<file path="src/rtl/id_ex_stage.sv">
// ---------------------------------------------------------------------------
// id_ex_stage
//   ID/EX pipeline register with capture-time write-back bypass, EX-stage
//   operand forwarding (EX/MEM over MEM/WB, x0 never forwarded) and
//   load-use hazard detection.
//
// Ports
//   clk, rst                 clock, asynchronous active-high reset
//   stall, flush             hold the register / load a bubble (flush wins)
//   id_*                     decoded instruction from the ID stage
//   exmem_*, memwb_*         forwarding sources (write enable, rd, result)
//   alu_a, alu_b,
//   alu_control              operands and opcode presented to the ALU
//   ex_valid, ex_reg_write,
//   ex_mem_read,
//   ex_mem_write, ex_rd      registered controls of the EX instruction
//   ex_store_data            forwarded rs2 value for stores
//   load_use_stall           combinational hazard request to fetch/decode
// ---------------------------------------------------------------------------
module id_ex_stage #(
  parameter int DATA_W = 32
) (
  input  logic              clk,
  input  logic              rst,
  input  logic              stall,
  input  logic              flush,
  input  logic              id_valid,
  input  logic              id_reg_write,
  input  logic              id_mem_read,
  input  logic              id_mem_write,
  input  logic              id_alu_src,
  input  logic [DATA_W-1:0] id_rs1_data,
  input  logic [DATA_W-1:0] id_rs2_data,
  input  logic [DATA_W-1:0] id_imm,
  input  logic [4:0]        id_rs1,
  input  logic [4:0]        id_rs2,
  input  logic [4:0]        id_rd,
  input  logic [3:0]        id_alu_control,
  input  logic              exmem_reg_write,
  input  logic [4:0]        exmem_rd,
  input  logic [DATA_W-1:0] exmem_result,
  input  logic              memwb_reg_write,
  input  logic [4:0]        memwb_rd,
  input  logic [DATA_W-1:0] memwb_result,
  output logic [DATA_W-1:0] alu_a,
  output logic [DATA_W-1:0] alu_b,
  output logic [3:0]        alu_control,
  output logic              ex_valid,
  output logic              ex_reg_write,
  output logic              ex_mem_read,
  output logic              ex_mem_write,
  output logic [4:0]        ex_rd,
  output logic [DATA_W-1:0] ex_store_data,
  output logic              load_use_stall
);

  localparam logic [3:0] ALU_ADD = 4'b0010;

  // Registered EX-stage fields that are not ports themselves
  logic [4:0]        ex_rs1;
  logic [4:0]        ex_rs2;
  logic [DATA_W-1:0] ex_rs1_data;
  logic [DATA_W-1:0] ex_rs2_data;
  logic [DATA_W-1:0] ex_imm;
  logic              ex_alu_src;
  logic [3:0]        ex_alu_ctl;

  // Capture-time bypass: the register file write in WB happens in the same
  // cycle the ID stage reads it, so the WB result overrides the stale read.
  logic [DATA_W-1:0] cap_rs1_data;
  logic [DATA_W-1:0] cap_rs2_data;
  logic              capture;

  // Capture operands with write-back bypass applied
  always_comb begin
    cap_rs1_data = id_rs1_data;
    cap_rs2_data = id_rs2_data;
    if (memwb_reg_write && (memwb_rd != 5'd0) && (memwb_rd == id_rs1)) begin
      cap_rs1_data = memwb_result;
    end else begin
      cap_rs1_data = id_rs1_data;
    end
    if (memwb_reg_write && (memwb_rd != 5'd0) && (memwb_rd == id_rs2)) begin
      cap_rs2_data = memwb_result;
    end else begin
      cap_rs2_data = id_rs2_data;
    end
  end

  // A real instruction is loaded only when neither flushed nor invalid
  assign capture = id_valid && !flush;

  // ID/EX register: flush beats stall; stall holds everything; otherwise
  // load either the instruction or a bubble
  always_ff @(posedge clk or posedge rst) begin
    if (rst) begin
      ex_valid     <= 1'b0;
      ex_reg_write <= 1'b0;
      ex_mem_read  <= 1'b0;
      ex_mem_write <= 1'b0;
      ex_rd        <= 5'd0;
      ex_rs1       <= 5'd0;
      ex_rs2       <= 5'd0;
      ex_rs1_data  <= '0;
      ex_rs2_data  <= '0;
      ex_imm       <= '0;
      ex_alu_src   <= 1'b0;
      ex_alu_ctl   <= ALU_ADD;
    end else if (flush || !stall) begin
      ex_valid     <= capture;
      ex_reg_write <= capture ? id_reg_write   : 1'b0;
      ex_mem_read  <= capture ? id_mem_read    : 1'b0;
      ex_mem_write <= capture ? id_mem_write   : 1'b0;
      ex_rd        <= capture ? id_rd          : 5'd0;
      ex_rs1       <= capture ? id_rs1         : 5'd0;
      ex_rs2       <= capture ? id_rs2         : 5'd0;
      ex_rs1_data  <= capture ? cap_rs1_data   : '0;
      ex_rs2_data  <= capture ? cap_rs2_data   : '0;
      ex_imm       <= capture ? id_imm         : '0;
      ex_alu_src   <= capture ? id_alu_src     : 1'b0;
      ex_alu_ctl   <= capture ? id_alu_control : ALU_ADD;
    end
  end

  logic [DATA_W-1:0] rs1_fwd;
  logic [DATA_W-1:0] rs2_fwd;

  // EX forwarding on the registered source numbers; the newer EX/MEM result
  // wins, x0 is never forwarded and a bubble never forwards
  always_comb begin
    rs1_fwd = ex_rs1_data;
    rs2_fwd = ex_rs2_data;
    if (ex_valid && exmem_reg_write && (exmem_rd != 5'd0) && (exmem_rd == ex_rs1)) begin
      rs1_fwd = exmem_result;
    end else if (ex_valid && memwb_reg_write && (memwb_rd != 5'd0) && (memwb_rd == ex_rs1)) begin
      rs1_fwd = memwb_result;
    end else begin
      rs1_fwd = ex_rs1_data;
    end
    if (ex_valid && exmem_reg_write && (exmem_rd != 5'd0) && (exmem_rd == ex_rs2)) begin
      rs2_fwd = exmem_result;
    end else if (ex_valid && memwb_reg_write && (memwb_rd != 5'd0) && (memwb_rd == ex_rs2)) begin
      rs2_fwd = memwb_result;
    end else begin
      rs2_fwd = ex_rs2_data;
    end
  end

  assign alu_a         = rs1_fwd;
  assign alu_b         = ex_alu_src ? ex_imm : rs2_fwd;
  assign ex_store_data = rs2_fwd;
  assign alu_control   = ex_alu_ctl;

  // A load in EX whose destination is read by the instruction in ID
  assign load_use_stall = id_valid && ex_valid && ex_mem_read && (ex_rd != 5'd0) &&
                          ((ex_rd == id_rs1) || (ex_rd == id_rs2));

endmodule
</file>
<file path="config.mk">
export PLATFORM = sky130hd
export DESIGN_NAME = id_ex_stage
export DESIGN_NICKNAME = d
export VERILOG_FILES = /design/src/rtl/id_ex_stage.sv
export SDC_FILE = /design/constraint.sdc
export NUM_CORES = 1
export LEC_CHECK = 0
export CAP_MARGIN = 40
export CORE_MARGIN = 2
export CORE_UTILIZATION = 35
export DETAILED_ROUTE_END_ITERATION = 8
export GPL_TIMING_DRIVEN = 0
export PLACE_DENSITY_LB_ADDON = 0.3
export SLEW_MARGIN = 15
export SYNTH_ARGS = -nofsm -noshare
export SYNTH_HDL_FRONTEND = slang
export SYNTH_SLANG_ARGS = --single-unit
</file>
<file path="constraint.sdc">
create_clock -name clk -period 5.1 [get_ports clk]
set_clock_uncertainty 0.2 [all_clocks]
set_input_delay 1.53 -clock clk [delete_from_list [all_inputs] [get_ports clk]]
set_output_delay 1.53 -clock clk [all_outputs]
set_load 0.005 [all_outputs]
</file>
## After elaboration in Yosys (flattened, before gate mapping)

Cells that the tools add are included.

- Register bits after elaboration: 120
- Input bits: 200
- Output and inout port bits: 110
- Word-level logic and storage cells: 61

- Equality and inequality tests: 8
- Muxes and demuxes: 18
- Reductions and logical operators: 23

Operator list:

| operator | number |
|---|---|
| 2-to-1 mux 32 bit | 10 |
| equality test 5 bit | 8 |
| logical AND 1 bit | 16 |
| 2-to-1 mux 5 bit | 3 |
| nonzero test 5 bit | 3 |
| 2-to-1 mux 1 bit | 4 |
| 2-to-1 mux 4 bit | 1 |
| zero test 1 bit | 2 |
| logical OR 1 bit | 2 |

## Logic depth before layout (Yosys ltp)

Gate-level depths: netlist of the first run.

- Depth after elaboration: 6
- Gate-level depth with buffers: 8
- Depth with buffers taken out: 5

## Worst setup path before layout of the first run

Ideal clock, no wire load.

- Kind: input port to output port
- Start: in memwb_rd[2]
- End: out alu_b[10]
- Arrival time: 3160 ps
- Required time: 3370 ps
- Path slack: 210 ps
- Stages: 7
- Buffers on the path: 2
- Path through: buf_2 or4_4 o211ai_4 nor3_4 buf_2 mux2i_1 a221oi_2

- Longest elaborated chain between the ends: 6
- Elaborated cells on any way between the ends: 7
- Classes of those cells: 1 x eq/ne; 3 x mux; 3 x reduce/logical

RTL lines:

| element | RTL line | text |
|---|---|---|
| start: declaration | 43 | `input logic [4:0] memwb_rd,` |
| nonzero test 5 bit | 142 | `end else if (ex_valid && memwb_reg_write && (memwb_rd != 5'd0) && (memwb_rd == ex_rs2)) begin` |
| logical AND 1 bit | 142 |  |
| logical AND 1 bit (*) | 142 |  |
| 2-to-1 mux 32 bit (*) | 142 |  |
| 2-to-1 mux 32 bit (*) | 140 | `if (ex_valid && exmem_reg_write && (exmem_rd != 5'd0) && (exmem_rd == ex_rs2)) begin` |
| 2-to-1 mux 32 bit (*) | 150 | `assign alu_b = ex_alu_src ? ex_imm : rs2_fwd;` |
| end: declaration | 46 | `output logic [DATA_W-1:0] alu_b,` |

Mark *: on every way between the ends. The rest lies on a longest branch, timed or not.

## Worst setup path after layout of the first run

- Start: in memwb_rd[0]
- End: out alu_b[21]

Same word-level chain as after synthesis.

==> flow_results.org, run 1 <==
** Outcome
- Status :: finished, violations left
- The checks that failed: negative setup slack.

** Critical path
- The worst setup path is captured at an output port.
- Along the worst path, the maximum fanout reaches 10.
- The setup path with the least slack is of type in2out.
- Walking the worst path, the cells encountered are buf_8 -> or4_4 -> o211ai_4 -> buf_6 -> nor3_4 -> buf_12 -> mux2i_4 -> a221oi_4 -> buf_2.
- Highest cell delay on the worst timing path :: about 0.55 ns
- Cell at the slowest stage of the critical path :: or4_4
- Arr. time, crit path :: between 3 and 4 ns
- CP startpoint kind :: input port
- STA puts the critical path data required time at approximately 3.4 ns.

** Cells and area
- Across the whole layout, storage elements account for 3000 sq um.
- Final cell area excluding filler cells :: ~13000 sq um
- P&R area growth vs syn :: 70.4%
- In the final layout, the multi-input gates occupy around 4800 sq um.
- Total of fill cells in the finished design :: 1825
- Final nets :: 1378
- Of the cells placed in the final design, the portion with a size suffix greater than 1 is 0.289.
- Post-layout instance count excluding filler cells :: between 1000 and 1500

** Clock network
- Buffers inserted during clock tree synthesis total 17.
- Clock net sink count :: 120
- TritonCTS built the clock tree.
- The later pin in the worst-skew pair is clocked with a latency of approximately 0.42 ns.
- Counting along the longest clock path gives a buffer depth of 2.
- Clock tree synthesis selected as its root buffer the cell clkbuf_16.
- H-tree depth :: 4
- After clock tree synthesis, the clock-pin slew on the worst setup and hold paths is roughly 0.06 ns.
- Hold-fix buffers at CTS :: 0

** Synthesis
- Ranked by total cell area, the synthesized netlist is headed by dfrtp_1, mux2i_1, a22o_1, a221oi_2, nand2_1.
- Share of the yosys chip area belonging to registers :: 0.395
- Share of the synthesized area in the top cell type :: 0.392
- EDFF count, synth :: 0
- Number of distinct standard cells referenced by the synthesized netlist :: 33
- YS warnings :: 0
- Averaged over all synthesized cells, the footprint is between 9 and 10 sq um.
- Most used DFF post-synth :: dfrtp_1
- The synthesized netlist occupies a cell area of around 7600 sq um.
- Gate Count Post-Synth :: roughly 800
- In the synthesized netlist the async set-or-reset flop fraction comes to 1.00.
- Post-synthesis cell type with the largest combined area :: dfrtp_1
- The number of nets in the synthesized netlist is 1002.
- Number of register bits inferred by synthesis :: 120

** Power
- IR analysis of the VDD net gives a maximum drop of between 0.2 and 0.25 mV.
- Final Total Pwr :: 0.00293 W
- Leakage power figure :: ~5.3 nW
- Power spread over the standard cell area amounts to 226 nW/um^2.

** Drt
- After detailed routing, the average wire length per cell comes to approximately 23 um.
- Vias per inst :: approximately 5.4
- The first detailed-routing pass ran for 5 iterations.
- For this block, the initial DRC count from the detailed router was between 400 and 500.
- Wire length after detailed routing :: around 33 mm
- The detail route stage leaves a number of antenna-violating nets equal to 0.
- After detailed routing, the number of remaining DRC violations is 0.
- The detailed router placed 7970 vias in this run.

** Placed design
- Summed over all nets, the half-perimeter wirelength after detailed placement is 22.6 mm.
- Once placement finished, the instance area stood at ~11000 sq um.
- Post-Place Cells :: approximately 1400
- Buffers on Ports :: 304
- Dpl ws :: -1.38 ns
- Weighted congestion reported at the end of routability-driven placement :: roughly 0.84

** Floorplanning
- The initialized floorplan defines 53 standard-cell rows.
- Floorplan die height :: between 150 and 200 um
- Placeable core region :: around 21000 sq um
- Top Ports :: a little over 300
- Die ar. :: 22900 sq um
- Effective utilization at floorplan :: 0.359
- From left edge to right edge, the die measures 151 um.

** STA
- Slew at the pin with the worst max-slew slack :: between 0.9 and 1 ns
- Final setup violation count :: 42
- Period utilisation layout :: 1.02
- Setup repair after global routing could not meet its margin everywhere.
- The hold violation total from the final report was 0.
- Setup slack on the critical path of the routed design comes to -0.122 ns.
- The max-slew violation total from the final report is 0.
- Worst-case headroom to the max-slew limit :: 0.385
- Based on the critical path, the design can be clocked at up to 192 MHz.
- After layout, the minimum clock period comes to about 5.2 ns.

** Global route
- Global-route wire length before repair :: between 40 and 50 mm
- GRT Resource Usage Total :: 0.285
- Overflow after GRT :: 0
- The via count of the first global-routing pass came to between 8000 and 9000.
- Entering global routing, the biggest net connects 65 pins.
- Number of antenna violations at the first check in global routing :: 1

** Job
- The tool flagged a number of max-cap violations equal to 0.

** Worst hold path
- The tightest min-delay check is of the reg2reg type.
## sequential cells by signal, indices dropped and copies added, names as in the netlist
name	count
alu_control	4
ex_mem_write	1
ex_alu_src	1
ex_rs2	5
ex_mem_read	1
ex_rs1_data	32
ex_valid	1
ex_imm	32
ex_rs2_data	32
ex_rs1	5
ex_rd	5
ex_reg_write	1
## kinds of logic after synthesis
logic type	share of synthesized area
compound gates	0.216
xor+xnor	0.0461
buf+inv	0.0627
flops	0.395
mux	0.169
simple gates	0.111
## cell usage in the layout (no fill, tap or decap), drive strengths merged
cell type and instances:
dfstp 1, xor2 16, xnor2 24, dfrtp 119
a22o 54, dlygate4sd2 2, a221oi 32, o211ai 2
or3 1, mux2i 128, nand2 100, nand3 8
or4 4, bufinv 5, o21ai 97, nor2b 2
nor2 34, and2 1, diode 1, clkdlybuf4s50 201
clkbuf 66, clkinv 3, nor3 35, clkinvlp 3
buf 177, nor4 4, a21oi 34, o2111ai 1
inv 34, clkdlybuf4s15 3
## cells in the mapped netlist, types with 7 or more instances
| cell type | number |
|---|---|
| a21oi_1 | 34 |
| a221oi_2 | 30 |
| o21ai_1 | 30 |
| inv_1 | 34 |
| clkbuf_1 | 43 |
| mux2i_1 | 128 |
| xor2_1 | 16 |
| nand2_1 | 100 |
| nand3_1 | 8 |
| o21ai_0 | 66 |
| dfrtp_1 | 119 |
| a22o_1 | 54 |
| nor3_1 | 34 |
| xnor2_1 | 24 |
| nor2_1 | 34 |
| buf_2 | 15 |
| buf_4 | 7 |
## stage by stage
stage	hold slack (ns)	TNS, ns	utilization
global placement	0.256	-336.47	0.519
CTS	0.274	-5.18	0.595
finish	0.269	-2.44	0.612
global route	0.286	-5.29	0.612
floorplan	0.249	0	-
detailed placement	0.260	-107.41	0.522
## layout make-up
type / count / share of cell area
Sequential cell: 120 / 0.232
Clock inverter: 11 / 0.0151
Tap cell: 275 / 0.0266
Clock buffer: 21 / 0.0356
Inverter: 34 / 0.0102
Buffer: 65 / 0.0458
Antenna cell: 1 / 0.000193
Timing Repair Buffer: 363 / 0.265
Multi-Input combinational cell: 577 / 0.369
## per-layer routing
metal / share of wire / up-vias / GRT usage
met5: 0 / - / 0
met4: 0.029 / 0 / 0.133
met3: 0.069 / 57 / 0.0536
met2: 0.49 / 366 / 0.474
met1: 0.41 / 3900 / 0.358
li1: - / 3647 / -
## where the power goes
part           total, W  switching [W]  leakage (nW)  internal (W)
registers       0.00102      0.0000306          1.63      0.000989
logic          0.000558       0.000255          3.35      0.000303
clock network   0.00135       0.000458         0.309      0.000894
## worst max-delay path, delay by kind of cell
kind | cells | cell delay, ns
compound gates | 2 | 0.55
simple gates | 2 | 0.61
mux | 1 | 0.21
buf+inv | 4 | 0.58
## worst paths after layout
| path | endpoint | cells past startpoint | slack, ns | start |
|---|---|---|---|---|
| hold / removal | alu_control[1] | 2 | 0.27 | alu_control[1] |
| setup / recovery | alu_b[21] | 9 | -0.12 | memwb_rd[0] |
| hold reg to reg | alu_control[1] | 2 | 0.27 | alu_control[1] |
| min in group asynchronous | ex_imm[27] | 2 | 1.37 | rst |
| setup reg to reg | ex_alu_src | 3 | 3.15 | ex_alu_src |
| max in group asynchronous | ex_rs2_data[9] | 3 | 2.59 | rst |
## what timing repair did
item                       in CTS  in global routing
resized for setup             602                 79
cloned                          9                  1
setup buffers                  37                 10
pin swaps                      56                 40
setup endpoints to repair      96                 93
Note: power is estimated with default switching activity, not from simulation.
==> inputs of run 2 (changes only) <==
==> constraint.sdc (replaced) <==
create_clock -name clk -period 4.3 [get_ports clk]
set_clock_uncertainty 0.2 [all_clocks]
set_input_delay 1.29 -clock clk [delete_from_list [all_inputs] [get_ports clk]]
set_output_delay 1.29 -clock clk [all_outputs]
set_load 0.005 [all_outputs]
==> run 2 against run 1 <==
Against the previous run:
- the run still ends with negative setup slack left
- worst setup slack lost 0.32 ns
- die area stayed put
- clock power rose by 7%
- critical path depth grew 1
- largest cell class unchanged
- highest routed layer unchanged
==> flow_results.org, run 2 (same netlist as run 1, synthesis figures left out) <==
** Cells and area
- Footprint of the multi-input gates :: 4980 sq um (+4.3%)
- The area of all placed cells without fillers was 13000 sq um (+0.70%).
- Leaving out fill and tap cells, the most frequent cells in the layout are clkdlybuf4s50_1, dfrtp_1, buf_2.
- The count of antenna diodes in the layout came to 0 (-1).
- From synthesis to final layout, the design area changed by 71.6%.
- The final-layout fill cell count is 1784 (-2.2%).
- The library cell used most frequently in the layout, excluding fill and tap cells, is clkdlybuf4s50_1.
- Final nets :: 1378 (unchanged)
- The sequential cell area came to 3000 sq um (unchanged).
- Share of cells above drive strength 1 :: 0.317 (+0.0285)
- Largest registers in the final layout :: ex_imm: 32 flops, ex_rs1_data: 32 flops, ex_rs2_data: 32 flops
- Post-layout instance count excluding filler cells :: 1466 (-0.068%)

** Placed design
- The final RePlAce weighted congestion came to 0.830 (-1.2%).
- The placement-stage cell area was 11100 sq um (+0.83%).
- The total placed cells including tap cells was 1387 (+0.14%).
- The quantity of I/O buffers inserted on ports came to 304 (unchanged).
- Sum of net half-perimeters after detailed placement :: 22.8 mm (+1.0%)

** STA
- Dividing the final minimum period by the clock period gives 1.10.
- Final setup margin :: -0.440 ns (-0.318 ns)
- The total negative setup slack came to -29.04 ns (-26.61 ns).
- Highest attainable clock frequency :: between 200 and 250 MHz
- Number of hold violations in the final report :: 0 (unchanged)
- Setup repair after global routing could not meet its margin everywhere.
- Crit path time final :: 4.74 ns
- Final setup violation count :: 96 (+130%)
- Slew at the pin with the worst max-slew slack :: 0.906 ns (-0.0162 ns)
- Final slew viol count :: 0 (unchanged)
- Worst-case headroom to the max-slew limit :: 0.396 (+0.0108)
- Hold slack final :: 0.270 ns (+0.00106 ns)

** Floorplanning
- Effective utilization at floorplan :: 0.359 (unchanged)
- Top Ports :: 310 (unchanged)
- Placeable core region :: 21200 sq um (unchanged)
- The number of placement rows was 53 (unchanged).
- The die outline area came to 22900 sq um (unchanged).
- Floorplan die height :: 151 um (unchanged)
- Width of the chip :: 151 um (unchanged)

** Clock network
- Clk buf depth :: 2 (unchanged)
- The clock sink total was 120 (unchanged).
- The register clock-pin slew on the reported worst setup and hold paths was 0.06 ns (about the same).
- H-tree depth :: 4 (unchanged)
- Clock Tree Root :: clkbuf_16
- TritonCTS built the clock tree.
- Clock buffers created by TritonCTS :: 17 (unchanged)
- The clock latency at the later pin of the worst-skew pair is 0.42 ns (about the same).
- Hold-fix buffers at CTS :: 0 (unchanged)

** Critical path
- Worst Path Required :: 2.81 ns (-0.56 ns)
- The largest individual stage delay along the critical path comes from the cell or4_4.
- The critical path goes through buf_12 -> or4_4 -> o211ai_4 -> buf_6 -> nor3_4 -> buf_6 -> buf_16 -> mux2i_4 -> a221oi_4 -> buf_2.
- Highest cell delay on the worst timing path :: 0.55 ns (about the same)
- The worst setup path is captured at an output port.
- The worst setup path is of the in2out kind.
- Among the stages of the critical path, the cell type that occurs most often is buf_6.
- Arr. time, crit path :: 3.25 ns (-0.24 ns)
- STA classifies the critical path startpoint as an input port.
- The top fanout value on the critical path was 5 (-5).

** Global route
- The via count of the first global-routing pass came to 8180 (-2.2%).
- The global-route wire length before repair came to 47.5 mm (-2.1%).
- The largest net degree at the start of global routing was 36 (-45%).
- The total routing resource utilization after global routing is 0.279 (-0.00625).
- The initial antenna violation count was 0 (-1).
- Overflow after GRT :: 0 (unchanged)

** Drt
- Detailed-route DRC error count :: 0 (unchanged)
- Count of routing violations after the opening detailed-route iteration :: 438 (+2.3%)
- Routed Antenna Nets :: 0 (unchanged)
- The mean routed wirelength per cell is 22.6 um (+0.34%).
- The detailed-route via count was 8001 (+0.39%).
- The vias per cell is 5.46 (+0.46%).
- Drt pass-1 iters :: 5 (unchanged)
- Wire length after detailed routing :: 33.1 mm (+0.28%)

** Outcome
- The run finished, with violations left.
- The final reports fail on negative setup slack.

** Power
- The highest ir drop seen on vdd was 0.203 mV (-10%).
- The reported leakage power is 5.33 nW (+0.75%).
- Final Total Pwr :: 0.00332 W (+13%)
- The cell area power density is 255 nW/um^2 (+12%).

** Worst hold path
- Worst min-delay path category :: reg2reg

** Job
- The reported max-cap violation count was 0 (unchanged).
-- run 2: cell types whose count changed in the layout (fill, tap and decap cells not counted), moves of 5 or more --
cell,before,now
a21oi_2,14,29
nand2_1,98,90
buf_2,97,102
mux2i_2,19,5
o21ai_2,10,19
o21ai_1,47,34
nor2_1,27,34
mux2i_4,20,34
buf_6,21,30
a21oi_1,20,5
nand2_2,1,7
-- run 2: timing repair --
action | 4_1_cts | 5_1_grt
pin swaps | 40 | 61
resized for setup | 557 | 155
setup buffers | 22 | 19
setup endpoints to repair | 97 | 97
endpoints found under the hold margin | 0 | 0
cloned | 5 | 6
-- run 2: power breakdown --
part	leakage, nW	internal, W	switching, W
combinational	3.41	0.000360	0.000302
sequential	1.63	0.00117	0.0000381
clock	0.286	0.000880	0.000565
-- run 2: final cells by class --
cell class / count / share of cell area
tap: 275 / 0.0264
sequential: 120 / 0.230
buffer: 67 / 0.0493
clock buffer: 20 / 0.0350
multi-input combinational: 577 / 0.382
timing repair buffer: 361 / 0.257
inverter: 34 / 0.0101
clock inverter: 12 / 0.00969
-- run 2: path summary, 6_finish.rpt --
check                      cells after the start           start  slack, ns        endpoint
setup / recovery                              10     memwb_rd[0]      -0.44       alu_b[14]
hold / removal                                 2  alu_control[1]       0.27  alu_control[1]
setup reg to reg                               3      ex_alu_src       1.99      ex_alu_src
hold reg to reg                                2  alu_control[1]       0.27  alu_control[1]
max in group asynchronous                      4             rst       1.93  alu_control[1]
min in group asynchronous                      2             rst       1.09      ex_imm[26]
-- run 2: critical path, delay by kind of cell --
family | cells | cell delay [ns]
AOI/OAI and AO/OA | 2 | 0.46
buffers and inverters | 5 | 0.70
muxes | 1 | 0.20
and+or+nand+nor | 2 | 0.60
-- run 2: layer usage --
| layer | global-route usage | up-vias | part of all wire |
|---|---|---|---|
| met4 | 0.0846 | 0 | 0.017 |
| met3 | 0.0681 | 39 | 0.075 |
| met2 | 0.468 | 342 | 0.49 |
| met5 | 0 | - | 0 |
| met1 | 0.356 | 3981 | 0.42 |
| li1 | - | 3639 | - |
-- run 2: per-stage QoR --
step	utilization	setup slack, ns
4_1_cts	0.597	-0.442
2_1_floorplan	-	-0.0383
6_report	0.616	-0.440
3_5_place_dp	0.526	-1.55
3_3_place_gp	0.522	-1.70
5_1_grt	0.616	-0.489
==> inputs of run 3 (changes only) <==
--- a/config.mk
+++ b/config.mk
@@ -5,12 +5,13 @@
 export SDC_FILE = /design/constraint.sdc
 export NUM_CORES = 1
 export LEC_CHECK = 0
+export ABC_CLOCK_PERIOD_IN_PS = 4300
 export CAP_MARGIN = 40
 export CORE_MARGIN = 2
 export CORE_UTILIZATION = 35
 export DETAILED_ROUTE_END_ITERATION = 8
 export GPL_TIMING_DRIVEN = 0
-export PLACE_DENSITY_LB_ADDON = 0.3
+export PLACE_DENSITY = 0.7
 export SLEW_MARGIN = 15
 export SYNTH_ARGS = -nofsm -noshare
 export SYNTH_HDL_FRONTEND = slang
==> run 3 against run 2 <==
Against the previous run:
- the flow still finishes with violations (negative setup slack)
- critical path depth did not move
- first-iteration DRC count decreased by 4.3%
- combinational power increased by 2%
- sequential power hardly changed
- critical endpoint is now alu_b[19]
- largest power group unchanged
==> flow_results.org, run 3 (same netlist as run 1, synthesis figures left out) <==
** Outcome
- The run finished, with violations left.
- The final reports fail on negative setup slack.

** Placed design
- The quantity of I/O buffers inserted on ports was 304 (unchanged).
- The final RePlAce weighted congestion is 0.857 (+3.2%).
- Placement Cell Area :: 11200 sq um (+0.18%)
- Sum of net half-perimeters after detailed placement :: 23.3 mm (+2.0%)

** Job
- The reported max-cap violation count was 0 (unchanged).

** Cells and area
- Final cell area excluding filler cells :: 13400 sq um (+2.9%)
- The library cell used most frequently in the layout, excluding fill and tap cells, is clkdlybuf4s50_1.
- The final-layout fill cell count came to 1740 (-2.5%).
- Commonest cells after routing, fill and taps aside :: clkdlybuf4s50_1, dfrtp_1, buf_2
- Final nets :: 1396 (+1.3%)
- The largest registers in the layout are ex_imm: 32 flops, ex_rs1_data: 32 flops, ex_rs2_data: 32 flops.
- P&R area growth vs syn :: 76.5%
- Share of cells above drive strength 1 :: 0.329 (+0.0118)

** STA
- Slew at the pin with the worst max-slew slack :: 0.861 ns (-0.0444 ns)
- The number of failing setup endpoints in the final timing report came to 96 (unchanged).
- Number of hold violations in the final report :: 0 (unchanged)
- Setup repair after global routing could not meet its margin everywhere.
- Crit path time final :: 4.74 ns (+0.000175 ns)
- Final slew viol count :: 0 (unchanged)
- Highest attainable clock frequency :: 211 MHz (about the same)
- The share of the clock period used by the worst path after layout came to 1.10 (about the same).
- The final critical-path setup slack was -0.440 ns (-0.000175 ns).
- Worst-case headroom to the max-slew limit :: 0.426 (+0.0296)

** Drt
- Count of routing violations after the opening detailed-route iteration :: 419 (-4.3%)
- Via Count :: 8125 (+1.5%)
- Routed Antenna Nets :: 0 (unchanged)
- Drt pass-1 iters :: 5 (unchanged)
- Wire length after detailed routing :: 34.0 mm (+2.7%)
- Vias per inst :: 5.47 (+0.25%)
- Post-DR wirelength/cell :: 22.9 um (+1.3%)
- Detailed-route DRC error count :: 0 (unchanged)

** Clock network
- Clk buf depth :: 2 (unchanged)
- The number of buffers added by the clock tree synthesis step was 17 (unchanged).
- H-tree depth :: 4 (unchanged)
- In this run the clock root is driven by a clkbuf_16.
- The number of buffers inserted by hold repair at cts came to 0 (unchanged).
- The clock latency at the later pin of the worst-skew pair is 0.41 ns (about the same).
- TritonCTS built the clock tree.
- Clk slew on worst S/H paths :: 0.06 ns (about the same)
- The clock sink total came to 120 (unchanged).

** Critical path
- Critical path class :: in2out
- Start of the worst register-to-register path :: ex_alu_src
- The required time of the critical path was 2.81 ns (about the same).
- The endpoint identified for the worst register-to-register timing path is ex_alu_src.
- In this run the worst setup path terminates at alu_b[19].
- The endpoint arrival time on the critical path was 3.25 ns (about the same).
- The worst reg2reg path depth came to 3 (unchanged).
- CP startpoint kind :: input port
- Critical path fanouts, max :: 5 (unchanged)
- Tracing the worst setup path back leads to its startpoint at memwb_rd[3].
- Worst reg2reg setup slack :: 2.25 ns (+0.26 ns)
- Type of destination of the critical path :: output port

** Floorplanning
- The initial cell density of the core came to 0.359 (unchanged).
- The count of boundary I/O pins was 310 (unchanged).
- Placeable core region :: 21200 sq um (unchanged)
- Count of standard-cell rows :: 53 (unchanged)
- Floorplan die height :: 151 um (unchanged)
- The die outline area is 22900 sq um (unchanged).
- Width of the chip :: 151 um (unchanged)

** Worst hold path
- The worst hold path begins at alu_control[1].
- Worst min-delay path category :: reg2reg

** Global route
- Global-route wire length before repair :: 49.5 mm (+4.2%)
- The largest net degree at the start of global routing was 37 (+2.8%).
- The total routing resource utilization after global routing came to 0.291 (+0.0121).
- Number of global-route vias before repair :: 8393 (+2.6%)
- Number of antenna violations at the first check in global routing :: 1 (+1)
- Overflow after GRT :: 0 (unchanged)

** Power
- Power Dens Cells :: 257 nW/um^2 (+1.0%)
- The highest ir drop seen on vdd came to 0.208 mV (+2.3%).
- The reported leakage power was 5.48 nW (+2.9%).
- Final Total Pwr :: 0.00345 W (+3.9%)
[run 3: cell type report]
| type | instances | area (sq um) | area share |
|---|---|---|---|
| Multi-Input combinational cell | 577 | 5010 | 0.374 |
| Timing Repair Buffer | 379 | 3560 | 0.265 |
| Sequential cell | 120 | 3000 | 0.224 |
| Buffer | 67 | 727 | 0.0542 |
| Clock buffer | 21 | 460 | 0.0343 |
| Tap cell | 275 | 344 | 0.0257 |
| Clock inverter | 11 | 170 | 0.0127 |
| Inverter | 34 | 131 | 0.00980 |
| Antenna cell | 1 | 2.50 | 0.000187 |
[run 3: metrics by stage]
step                utilization  instances  worst slack [ns]  hold WS [ns]  TNS, ns
CTS                       0.623       1475            -0.471         0.269   -30.49
detailed placement        0.527       1388             -1.62         0.259  -135.24
global placement          0.522       1381             -1.72         0.249  -140.16
floorplan                     -        802           -0.0383         0.249   -0.287
global route              0.634       1485            -0.487         0.293   -35.43
finish                    0.634       1485            -0.440         0.266   -28.29
[run 3: how the worst min path moves through the flow]
stage	slack, ns	cells after the start	to
after floorplan	0.25	2	alu_control[1]
after global placement	0.25	2	alu_control[1]
after detailed placement	0.26	2	alu_control[1]
after CTS	0.27	2	alu_control[1]
after global routing	0.29	2	alu_control[1]
final	0.27	2	alu_control[1]
[run 3: power breakdown]
group / switching [W] / internal [W]
logic: 0.000309 / 0.000370
clock network: 0.000555 / 0.00100
registers: 0.0000390 / 0.00117
total: 0.000902 / 0.00255
[run 3: what timing repair did]
item                                    CTS  global route
endpoints found under the setup margin   97            97
setup buffers                            57            14
gates resized for setup                 641           107
endpoints found under the hold margin     0             0
gates cloned                             13             2
pin swaps                                62            66
[run 3: worst max-delay path: stages]
cell and delay (ns):
buf_12 0.10, or4_4 0.55, o211ai_4 0.24, buf_6 0.14, nor3_4 0.08, buf_12 0.16, buf_6 0.12, mux2i_4 0.19
a221oi_2 0.23, buf_2 0.15
[run 3: routing by layer]
layer  track usage  routed length (um)
met5             0                   0
met4         0.107                 932
met3        0.0696                2660
met2         0.485               16600
met1         0.367               13900
